==> src/rtl/uart_pkg.sv <==
// uart_pkg -- shared parity modes, FSM state encoding and baud divider helper for the UART blocks.
`default_nettype none

package uart_pkg;

  localparam int PAR_NONE = 0;
  localparam int PAR_ODD  = 1;
  localparam int PAR_EVEN = 2;

  typedef logic [2:0] uart_state_t;

  localparam logic [2:0] ST_IDLE   = 3'd0;
  localparam logic [2:0] ST_START  = 3'd1;
  localparam logic [2:0] ST_DATA   = 3'd2;
  localparam logic [2:0] ST_PARITY = 3'd3;
  localparam logic [2:0] ST_STOP   = 3'd4;

  function automatic int tick_div(input int clk_hz, input int baud, input int os);
    int d;
    d = clk_hz / (baud * os);
    return (d < 1) ? 1 : d;
  endfunction

endpackage

`default_nettype wire

==> src/rtl/uart_baud_tick.sv <==
// uart_baud_tick -- oversample tick divider with synchronous phase restart. Rev 1.0
`default_nettype none

module uart_baud_tick #(
  parameter int DIV = 1
) (
  input  logic clk_i,
  input  logic rst_i,
  input  logic restart,
  output logic tick
);

  localparam int            CW   = (DIV > 1) ? $clog2(DIV) : 1;
  localparam logic [CW-1:0] LAST = CW'(DIV - 1);

  logic [CW-1:0] cnt;

  always_ff @(posedge clk_i or posedge rst_i) begin
    if (rst_i)
      cnt <= '0;
    else if (restart || tick)
      cnt <= '0;
    else
      cnt <= cnt + 1'b1;
  end

  assign tick = (cnt == LAST);

endmodule

`default_nettype wire

==> src/rtl/uart_rx_param.sv <==
// uart_rx_param -- parametrised oversampling UART receiver with ready/valid output. Rev 1.0
// Optional build macro UART_RX_MAJORITY_EN: 2-of-3 majority vote on every bit decision.
`default_nettype none

module uart_rx_param
  import uart_pkg::*;
#(
  parameter int CLK_FREQ_HZ = 100_000_000,
  parameter int BAUD        = 9600,
  parameter int OVERSAMPLE  = 16,
  parameter int DATA_BITS   = 8,
  parameter int PARITY      = 0,
  parameter int STOP_BITS   = 1
) (
  input  logic                 clk_i,
  input  logic                 rst_i,
  input  logic                 rxd_i,
  output logic [DATA_BITS-1:0] data_o,
  output logic                 valid_o,
  input  logic                 ready_i,
  output logic                 frame_err_o,
  output logic                 parity_err_o,
  output logic                 overrun_o,
  output logic                 busy_o
);

  localparam int            TICK_DIV  = tick_div(CLK_FREQ_HZ, BAUD, OVERSAMPLE);
  localparam int            TW        = $clog2(OVERSAMPLE);
  localparam logic [TW-1:0] HALF_LAST = TW'(OVERSAMPLE / 2 - 1);
  localparam logic [TW-1:0] BIT_LAST  = TW'(OVERSAMPLE - 1);
  localparam logic [3:0]    DATA_LAST = 4'(DATA_BITS - 1);
  localparam logic [3:0]    STOP_LAST = 4'(STOP_BITS - 1);
  localparam logic          ODD_PAR   = (PARITY == PAR_ODD);
  localparam logic          HAS_PAR   = (PARITY != PAR_NONE);

  logic                 sync1, rx_s, rx_prev;
  uart_state_t          state;
  logic [TW-1:0]        tcnt;
  logic [3:0]           bitcnt;
  logic [DATA_BITS-1:0] shreg;
  logic                 ferr_acc, perr_acc;
  logic                 fall, tick, at_sample, bit_val, done;

  always_ff @(posedge clk_i or posedge rst_i) begin
    if (rst_i) begin
      sync1   <= 1'b1;
      rx_s    <= 1'b1;
      rx_prev <= 1'b1;
    end else begin
      sync1   <= rxd_i;
      rx_s    <= sync1;
      rx_prev <= rx_s;
    end
  end

  assign fall = (state == ST_IDLE) && rx_prev && !rx_s;

  uart_baud_tick #(.DIV(TICK_DIV)) u_tick (
    .clk_i   (clk_i),
    .rst_i   (rst_i),
    .restart (fall),
    .tick    (tick)
  );

`ifdef UART_RX_MAJORITY_EN
  // Vote window ends on the decision tick so transition timing matches the single-sample build.
  logic [1:0] hist;

  always_ff @(posedge clk_i or posedge rst_i) begin
    if (rst_i)
      hist <= 2'b11;
    else if (tick)
      hist <= {hist[0], rx_s};
  end

  assign bit_val = (hist[1] & hist[0]) | (hist[1] & rx_s) | (hist[0] & rx_s);
`else
  assign bit_val = rx_s;
`endif

  assign at_sample = tick && (tcnt == ((state == ST_START) ? HALF_LAST : BIT_LAST));
  assign done      = at_sample && (state == ST_STOP) && (bitcnt == STOP_LAST);

  always_ff @(posedge clk_i or posedge rst_i) begin
    if (rst_i) begin
      state    <= ST_IDLE;
      tcnt     <= '0;
      bitcnt   <= '0;
      shreg    <= '0;
      ferr_acc <= 1'b0;
      perr_acc <= 1'b0;
    end else if (state == ST_IDLE) begin
      if (fall) begin
        state    <= ST_START;
        tcnt     <= '0;
        bitcnt   <= '0;
        ferr_acc <= 1'b0;
        perr_acc <= 1'b0;
      end
    end else if (tick) begin
      if (!at_sample) begin
        tcnt <= tcnt + 1'b1;
      end else begin
        tcnt <= '0;
        case (state)
          ST_START: state <= bit_val ? ST_IDLE : ST_DATA;
          ST_DATA: begin
            shreg  <= {bit_val, shreg[DATA_BITS-1:1]};
            bitcnt <= bitcnt + 1'b1;
            if (bitcnt == DATA_LAST) begin
              bitcnt <= '0;
              state  <= HAS_PAR ? ST_PARITY : ST_STOP;
            end
          end
          ST_PARITY: begin
            perr_acc <= ((^shreg) ^ bit_val) != ODD_PAR;
            state    <= ST_STOP;
          end
          ST_STOP: begin
            if (!bit_val)
              ferr_acc <= 1'b1;
            bitcnt <= bitcnt + 1'b1;
            // Leave at mid-stop so the next start edge is never missed.
            if (bitcnt == STOP_LAST) begin
              bitcnt <= '0;
              state  <= ST_IDLE;
            end
          end
          default: state <= ST_IDLE;
        endcase
      end
    end
  end

  always_ff @(posedge clk_i or posedge rst_i) begin
    if (rst_i) begin
      data_o       <= '0;
      valid_o      <= 1'b0;
      frame_err_o  <= 1'b0;
      parity_err_o <= 1'b0;
      overrun_o    <= 1'b0;
    end else begin
      overrun_o <= 1'b0;
      if (done) begin
        if (!valid_o || ready_i) begin
          data_o       <= shreg;
          frame_err_o  <= ferr_acc | !bit_val;
          parity_err_o <= HAS_PAR & perr_acc;
          valid_o      <= 1'b1;
        end else begin
          overrun_o <= 1'b1;
        end
      end else if (ready_i) begin
        valid_o <= 1'b0;
      end
    end
  end

  assign busy_o = (state != ST_IDLE);

endmodule

`default_nettype wire

==> config.mk <==
export PLATFORM = sky130hd
export DESIGN_NAME = uart_rx_param
export DESIGN_NICKNAME = d
export VERILOG_FILES = /design/src/rtl/uart_pkg.sv /design/src/rtl/uart_baud_tick.sv /design/src/rtl/uart_rx_param.sv
export SDC_FILE = /design/constraint.sdc
export NUM_CORES = 1
export LEC_CHECK = 0
export ABC_CLOCK_PERIOD_IN_PS = 2730
export BUFFER_PORTS_ARGS = -buffer_cell sky130_fd_sc_hd__buf_2
export CAP_MARGIN = 20
export CORE_MARGIN = 2
export CORE_UTILIZATION = 46
export CTS_BUF_LIST = sky130_fd_sc_hd__clkbuf_16
export DETAILED_ROUTE_END_ITERATION = 8
export PLACE_DENSITY_LB_ADDON = 0.1
export SETUP_SLACK_MARGIN = 0.15
export SYNTH_ARGS = -nofsm -noshare
export SYNTH_HDL_FRONTEND = slang
export SYNTH_SLANG_ARGS = --single-unit
==> constraint.sdc <==
create_clock -name clk_i -period 2.73 [get_ports clk_i]
set_clock_uncertainty 0.05 [all_clocks]
set_input_delay 0.273 -clock clk_i [delete_from_list [all_inputs] [get_ports clk_i]]
set_output_delay 0.273 -clock clk_i [all_outputs]
set_load 0.01 [all_outputs]
# Word level (Yosys, flattened, before mapping)
# Index checks and enable logic that the tools add are counted.
[word_totals] reg_bits=44 out_inout_bits=13
[classes] n_addsub=3 n_eq_ne=12 n_mux=31 n_bitwise=2 reduce_logical=24
[op_table] operator="4-bit two-way mux" n=10
[op_table] operator="3-bit two-way mux" n=6
[op_table] operator="3-bit case mux with 4 select lines" n=1
[op_table] operator="1-bit two-way mux" n=11
[op_table] operator="10-bit by 1-bit adder with 10-bit output, second input constant" n=1
[op_table] operator="10-bit == test, second input constant" n=1
[op_table] operator="10-bit two-way mux" n=1
[op_table] operator="5-bit AND reduction" n=2
[op_table] operator="4-bit by 1-bit adder with 4-bit output, second input constant" n=2
[op_table] operator="4-bit case mux with 2 select lines" n=1
[op_table] operator="4-bit AND reduction" n=2
[op_table] operator="2-bit nonzero test" n=4
[op_table] operator="3-bit by 2-bit == test with 1-bit output, second input constant" n=2
[op_table] operator="2-bit by 1-bit != test with 1-bit output, second input constant" n=3
[op_table] operator="2-bit AND reduction" n=3
[op_table] operator="3-bit nonzero test" n=2
[op_table] operator="1-bit logical AND" n=5
[op_table] operator="4-bit by 3-bit == test with 1-bit output, second input constant" n=1
[op_table] operator="4-bit == test" n=1
[op_table] operator="4-bit zero test" n=1
[op_table] operator="3-bit by 1-bit == test with 1-bit output, second input constant" n=1
[op_table] operator="3-bit == test, second input constant" n=1
[op_table] operator="3-bit zero test" n=1
[op_table] operator="3-bit by 1-bit != test with 1-bit output, second input constant" n=1
[op_table] operator="6 further kinds" n=8

# Logic depth before layout (Yosys ltp)
# Gate-level depths: netlist of the first run.
[depth] word_depth=8 ltp_mapped=8

# Cells and area by module
# Synthesis of the first run repeated with hierarchy kept, for this count alone.
[hier_totals] hier_cells=188 hier_area_um2=2128.3
[modules_own_cells] module="uart_rx_param" n_inst=1 cells_each=135 area_per_inst_um2=1575.3 seq_area_each_um2=854.6
[modules_own_cells] module="uart_baud_tick" n_inst=1 cells_each=53 area_per_inst_um2=553.0 seq_area_each_um2=250.2

# Least setup slack after synthesis of the first run
# Ideal clock, no wire load.
[synth_path] path_kind="flip-flop to flip-flop" start="register u_tick.cnt[0]" end="register shreg[0]" setup_time_ps=125 arrival_ps=2121 required_ps=2555 path_slack_ps=435 stages_incl_launch_ff=8 n_path_buf=0 synth_period_minus_slack_ps=2295 path_cell_list="dfrtp_1 > inv_1 > ha_1 > and4bb_2 > nand2_1 > or4_4 > nor4_4 > mux2_2"
[synth_via] elab_chain_len=3
[synth_lines] item="start, declared" line_no="uart_baud_tick.sv:16" text="logic [CW-1:0] cnt;"
[synth_lines] item="start signal, assigned" line_no="uart_baud_tick.sv:24" text="cnt <= cnt + 1'b1;"
[synth_lines] item="10-bit == test (*)" line_no="uart_baud_tick.sv:27" text="assign tick = (cnt == LAST);"
[synth_lines] item="1-bit logical AND" line_no="uart_rx_param.sv:81" text="assign at_sample = tick && (tcnt == ((state == ST_START) ? HALF_LAST : BIT_LAST));"
[synth_lines] item="4-bit AND reduction (no line) (*)"
[synth_lines] item="end signal, assigned" line_no="uart_rx_param.sv:108" text="shreg <= {bit_val, shreg[DATA_BITS-1:1]};"
[synth_lines] item="end, declared" line_no="uart_rx_param.sv:40" text="logic [DATA_BITS-1:0] shreg;"
# Every way passes the cells marked *; elsewhere a longest branch is shown, timed or not.
# A chain may end at the register's enable or synchronous reset.

# Worst setup path after layout of the first run
[layout_path] start="register u_tick.cnt[0]" end="register shreg[7]"
# The elaborated chain is that of the path after synthesis.

==> results.md, run 1 <==
* Status: complete, no violations
* Max Cap Violations at 0
* First-pass GRT wire length at 6330 um
* Row Count at 24
* Layout area overhead at 15.8%
* Unrepaired setup endpoints after global routing: false
* Critical Path RT at 2.84 ns
* CP max FO at 8
* CP Cell Sequence: inv_1, ha_1, and4bb_2, nand2_1, or4_4, nor4_4, buf_4, mux2_2
* Vias per cell at 5.30
* Routed WL at 3540 um
* Worst-path clk slew at 0.06 ns
* Fin area at 2380 um^2
* Post_cts resized at 0
* Mapped Nets at 190
* Routed length on met2 at 1740 um
* Fin. Hold Viols at 0
* Unique masters post-synth at 47
* Clock Tree Buf Depth at 2
* DP Area at 2210 um^2
* Hold Path Class: input port to register
* Die width at 70.8 um
* Setup TNS at 0 ns
* Final Max Tran Viols at 0
* Final Cycle Share at 88.2%
* Multi-input logic area at 882 um^2
* EDFF count, synth at 0
* CP Class: register to register
* Min Hold Slack at 0.0402 ns
* Pre-antenna DRT Iters at 4
* TritonCTS clock tree: yes
* FFs w/ async S/R, synth at 100%
* Gr ovfl total at 0
* Synth Instances at 181
* FMAX at 415 MHz
* Syn avg cell area at 11.3 um^2
* Fin nets at 213
* WL per Instance at 13.8 um
* Setup-failing EPs final at 0
* Post-CTS setup buffers at 0
* DRT iter0 DRCs at 52
* H-tree Lvls at 2
* Top routing layer used: met4
* Pwr dens at 724 nW/um^2
* Register area share after synthesis at 53.8%
* Share of cells above drive strength 1 at 26.3%
* Met3 routed WL at 125 um
* Synthesis-stage register bit count at 44
* FF/Latch Area at 1100 um^2
* Ys flop type: dfrtp_1
* GRT Resource Usage Total at 15.9%
* Clock Latency Late Sink at 0.28 ns
* Power Total at 1720 uW
* Max IR drop VDD at 0.341 mV
* Vias at 1363
* CTS buffer count at 5
* Wl on met1 at 1620 um
* Finished Layout Cells at 257
* Post-DP HPWL at 2570 um
* CP Launch Type: register
* Die Y at 70.8 um
* CP max stage delay at 0.57 ns
* Pin count of the biggest net entering global routing at 26
* DRC viols at 0
* Synth warnings at 0
* Die ar. at 5010 um^2
* Slew HR at 42.5%
* IO buf count at 15
* Placeable Area at 4320 um^2
* Pleak at 0.00113 uW
* Post-route ant nets at 0
* Number of diodes at 0
* Mapped cell area at 2050 um^2
* Ports at 17
* Placed cells at 248
* Root Driver: clkbuf_16
* Min Clock Period, post-route at 2.41 ns
* Vias in the first global route at 1335
* # hold bufs at CTS at 0
* Routability cong. at 0.807
* Worst Tran Pin Value at 0.862 ns
* Initial antenna violation count at 0
* Clock Sinks at 44
* Initial Util at 47.5%
* Critical Path AT at 2.52 ns
* Setup crit end kind: register
* Filler instances at 386
* Worst path slowest cell: or4_4
-- area by class of cell --
| type | instances | share of cell area (%) |
|---|---|---|
| repair buffers | 23 | 5.69 |
| multi-input cells | 123 | 37.1 |
| flip-flops and latches | 44 | 46.5 |
| inverters | 7 | 1.11 |
| well taps | 52 | 2.74 |
| clock buffers | 5 | 5.27 |
| clock inverters | 3 | 1.58 |
-- layer usage --
layer  track usage (%)  vias up
met5                 0        -
met4              6.08        0
met3              3.56        6
met2              25.8       22
met1              21.0      660
li1                  -      675
-- worst max-delay path, delay by kind of cell, from the launching register on --
| kind | cells | cell delay, ns |
|---|---|---|
| flops | 1 | 0.41 |
| simple gates | 4 | 1.07 |
| mux | 1 | 0.34 |
| buf+inv | 2 | 0.28 |
| fa+ha+maj | 1 | 0.13 |
-- through the flow --
step / setup slack [ns] / util [%]
4_1_cts: 0.260 / 54.8
6_report: 0.323 / 54.9
3_5_place_dp: 0.268 / 51.0
5_1_grt: 0.159 / 54.9
3_3_place_gp: 0.294 / 51.0
2_1_floorplan: 0.435 / -
-- registers in the layout, summed over array words and instances, names as in the netlist --
name,cells
overrun_o,1
bit_val,1
shreg,8
frame_err_o,1
data_o,8
tcnt,4
ferr_acc,1
u_tick.cnt,10
bitcnt,4
valid_o,1
state,3
rx_prev,1
sync1,1
-- cells in the final DEF (no fill, tap or decap), types with 6 or more instances in the layout --
master,count
xnor2_1,8
nand3_1,6
buf_4,8
mux2_2,17
nand2_1,14
dfrtp_1,41
nor2_1,15
inv_1,6
nor3_1,7
o21ai_0,6
buf_2,15
-- worst paths after layout --
kind | from | slack [ns] | to | cells after the start
worst max register to register | u_tick.cnt[0] | 0.32 | shreg[7] | 8
worst max-delay path | u_tick.cnt[0] | 0.32 | shreg[7] | 8
min in group asynchronous | rst_i | 0.12 | overrun_o | 2
max in group asynchronous | rst_i | 1.79 | u_tick.cnt[6] | 3
worst min register to register | sync1 | 0.31 | bit_val | 0
worst min-delay path | rxd_i | 0.04 | sync1 | 1
-- logic make-up (layout without fill, tap and decap cells) --
logic type / after synthesis / in the layout / share of synthesized area (%)
AO/OA/AOI/OAI: 23 / 23 / 7.68
XOR/XNOR: 10 / 10 / 4.27
adder cells (fa/ha/maj): 5 / 5 / 3.05
buffers and inverters: 14 / 38 / 3.17
flip-flops: 44 / 44 / 53.8
multiplexers: 18 / 18 / 9.82
other: 1 / 1 / 0.183
AND/OR/NAND/NOR: 66 / 66 / 18.0
-- synth_stat cells, drive strengths merged (2+ instances only) --
master | number | area [um^2]
dfrtp | 41 | 1030
mux2 | 17 | 191
nor2 | 15 | 56.3
nand2 | 14 | 52.6
xnor2 | 8 | 70.1
nor3 | 7 | 35.0
inv | 6 | 22.5
nand3 | 6 | 30.0
o21ai | 6 | 30.0
ha | 5 | 62.6
and3 | 4 | 25.0
clkbuf | 4 | 15.0
a21oi | 3 | 15.0
and2 | 3 | 18.8
buf | 3 | 23.8
dfstp | 3 | 78.8
nand3b | 3 | 22.5
nor3b | 3 | 27.5
o22ai | 3 | 18.8
nand2b | 2 | 12.5
or3 | 2 | 13.8
xor2 | 2 | 17.5
-- report_power, final --
part           leakage (uW)  internal (uW)  switching (uW)  total (uW)
Combinational      0.000472            117             137         254
Clock             0.0000789            425             229         653
Sequential         0.000581            733            81.0         814
Total               0.00113           1270             446        1720
Note: power is estimated with default switching activity, not from simulation.
==> inputs of run 2 (changes only) <==
--- a/config.mk
+++ b/config.mk
@@ -8,10 +8,11 @@
 export ABC_CLOCK_PERIOD_IN_PS = 2730
 export BUFFER_PORTS_ARGS = -buffer_cell sky130_fd_sc_hd__buf_2
 export CAP_MARGIN = 20
-export CORE_MARGIN = 2
-export CORE_UTILIZATION = 46
+export CORE_MARGIN = 1.5
+export CORE_UTILIZATION = 55
 export CTS_BUF_LIST = sky130_fd_sc_hd__clkbuf_16
 export DETAILED_ROUTE_END_ITERATION = 8
+export HOLD_SLACK_MARGIN = 0.05
 export PLACE_DENSITY_LB_ADDON = 0.1
 export SETUP_SLACK_MARGIN = 0.15
 export SYNTH_ARGS = -nofsm -noshare
==> results.md, run 2 (synthesis gave the netlist of run 1 again) <==
* Status: complete, no violations
* CP max FO at 7 (-1)
* Pin count of the biggest net entering global routing at 45 (+73%)
* IO buf count at 15 (unchanged)
* Critical Path AT at 2.57 ns (+0.05 ns)
* Worst path slowest cell: or4_4
* Final Cycle Share at 89.8% (+1.7 points)
* Initial antenna violation count at 0 (unchanged)
* Vias at 1392 (+2.1%)
* Reg2Reg Depth at 8 (unchanged)
* Buf/Inv on CP at 2 (unchanged)
* Finished Layout Cells at 253 (-1.6%)
* Routed WL at 3470 um (-2.1%)
* Placeable Area at 3630 um^2 (-16%)
* Final Max Tran Viols at 0 (unchanged)
* Min Hold Slack at 0.0675 ns (+0.0274 ns)
* DRT iter0 DRCs at 71 (+37%)
* First-pass GRT wire length at 6020 um (-4.8%)
* Root Driver: clkbuf_16
* H-tree Lvls at 2 (unchanged)
* Filler instances at 296 (-23%)
* Post-route ant nets at 0 (unchanged)
* Vias per cell at 5.50 (+3.7%)
* CTS buffer count at 5 (unchanged)
* CP max stage delay at 0.57 ns (about the same)
* Power Total at 1820 uW (+5.5%)
* Setup crit end kind: register
* Row Count at 22 (-8.3%)
* Unrepaired setup endpoints after global routing: false
* Setup-failing EPs final at 0 (unchanged)
* Met3 Use GR at 4.23% (+0.66 points)
* Setup slack, reg-to-reg at 0.28 ns (-0.05 ns)
* Number of diodes at 0 (unchanged)
* Post-DP HPWL at 2400 um (-6.3%)
* GRT Resource Usage Total at 19.0% (+3.1 points)
* Met2 Use GR at 32.0% (+6.3 points)
* WL per Instance at 13.7 um (-0.57%)
* Clock Latency Late Sink at 0.28 ns (about the same)
* DRC viols at 0 (unchanged)
* Die Y at 64.1 um (-9.5%)
* Die width at 64.1 um (-9.5%)
* Commonest cells after routing, fill and taps aside: 41 x dfrtp_1, 17 x mux2_2, 15 x nor2_1, 15 x buf_2, 14 x nand2_1
* FMAX at 408 MHz (-1.8%)
* Clock Sinks at 44 (unchanged)
* Max IR drop VDD at 0.418 mV (+22%)
* Fin nets at 213 (unchanged)
* Routability cong. at 0.850 (+5.3%)
* Commonest non-fill, non-tap cell in the layout: dfrtp_1
* Worst-path clk slew at 0.06 ns (about the same)
* FF-to-FF Start: u_tick.cnt[0]
* Slew HR at 65.0% (+23 points)
* Pre-CTS setup slack at 0.233 ns (-0.0351 ns)
* Worst Tran Pin Value at 0.525 ns (-0.337 ns)
* Gr ovfl total at 0 (unchanged)
* GR peak layer: met2
* Max Cap Violations at 0 (unchanged)
* Ports at 17 (unchanged)
* Pre-antenna DRT Iters at 4 (unchanged)
* Fin. Hold Viols at 0 (unchanged)
* Initial Util at 56.5% (+9.0 points)
* Critical Path RT at 2.84 ns (about the same)
* Pleak at 0.00115 uW (+1.4%)
* Reg2reg end: shreg[0]
* Pwr dens at 757 nW/um^2 (+4.5%)
* Vias in the first global route at 1329 (-0.45%)
* TritonCTS clock tree: yes
* PnR worst setup slack at 0.277 ns (-0.0453 ns)
* Biggest regs: u_tick.cnt (10), data_o (8), shreg (8)
* Hold Path Class: input port to async pin
* Share of cells above drive strength 1 at 26.3% (unchanged)
* Clock Tree Buf Depth at 2 (unchanged)
* Die ar. at 4110 um^2 (-18%)
* Layout area overhead at 17.0%
* CP Launch Type: register
* CP Class: register to register
* Max reg flops at 10 (unchanged)
* Min Clock Period, post-route at 2.45 ns (+0.0453 ns)
* CP Cell Sequence: inv_1, ha_1, and4bb_2, nand2_1, or4_4, nor4_4, buf_4, mux2_2
* Setup TNS at 0 ns (unchanged)
* Placed cells at 243 (-2.0%)
* Crit-path leading delay family: simple AND/OR/NAND/NOR gates
* Met1 global-route usage at 23.5% (+2.6 points)
* Register name with the most flops: u_tick.cnt
-- run 2: worst register-to-register path, delay by kind of cell (launching register included) --
kind / cells / cell delay, ns
multiplexers: 1 / 0.34
adder cells (fa/ha/maj): 1 / 0.13
buffers and inverters: 2 / 0.29
flip-flops: 1 / 0.42
AND/OR/NAND/NOR: 4 / 1.12
-- run 2: how the worst max path moves through the flow --
stage / startpoint / end / slack [ns] / cells past startpoint
5_1_grt: u_tick.cnt[0] / shreg[6] / 0.18 / 8
3_3_place_gp: u_tick.cnt[0] / shreg[4] / 0.31 / 7
3_5_place_dp: u_tick.cnt[0] / shreg[5] / 0.23 / 7
2_1_floorplan: u_tick.cnt[0] / shreg[0] / 0.43 / 7
6_report: u_tick.cnt[0] / shreg[0] / 0.28 / 8
4_1_cts: u_tick.cnt[0] / shreg[5] / 0.23 / 7
-- run 2: routing by layer --
layer  share of wire (%)  vias to the layer above  routed length (um)
li1                    -                      681                   -
met1                  46                      684                1580
met2                  50                       22                1730
met3                 3.0                        5                 105
met4                 1.3                        0                  46
met5                   0                        -                   0
-- run 2: cell type report --
| class | count | area [um^2] | share of cell area [%] |
|---|---|---|---|
| Timing Repair Buffer | 23 | 138 | 5.74 |
| Multi-Input combinational cell | 123 | 882 | 36.8 |
| Inverter | 7 | 26.3 | 1.09 |
| Clock inverter | 3 | 63.8 | 2.66 |
| Sequential cell | 44 | 1100 | 46.0 |
| Clock buffer | 5 | 125 | 5.21 |
| Tap cell | 48 | 60.1 | 2.50 |
-- run 2: power breakdown --
group | switching, uW | internal, uW
Sequential | 84.9 | 733
Clock | 227 | 520
Combinational | 135 | 116
-- run 2: what timing repair did --
action                                  4_1_cts  5_1_grt
setup buffers                                 0        1
endpoints found under the hold margin         1        0
hold buffers                                  1        0
endpoints found under the setup margin        0        8
gates resized for setup                       0        0
-- run 2: through the flow --
stage | area, um^2 | utilization [%]
after floorplan | 2050 | -
after global placement | 2190 | 60.4
after detailed placement | 2190 | 60.4
after CTS | 2390 | 65.8
after global routing | 2400 | 66.0
final | 2400 | 66.0
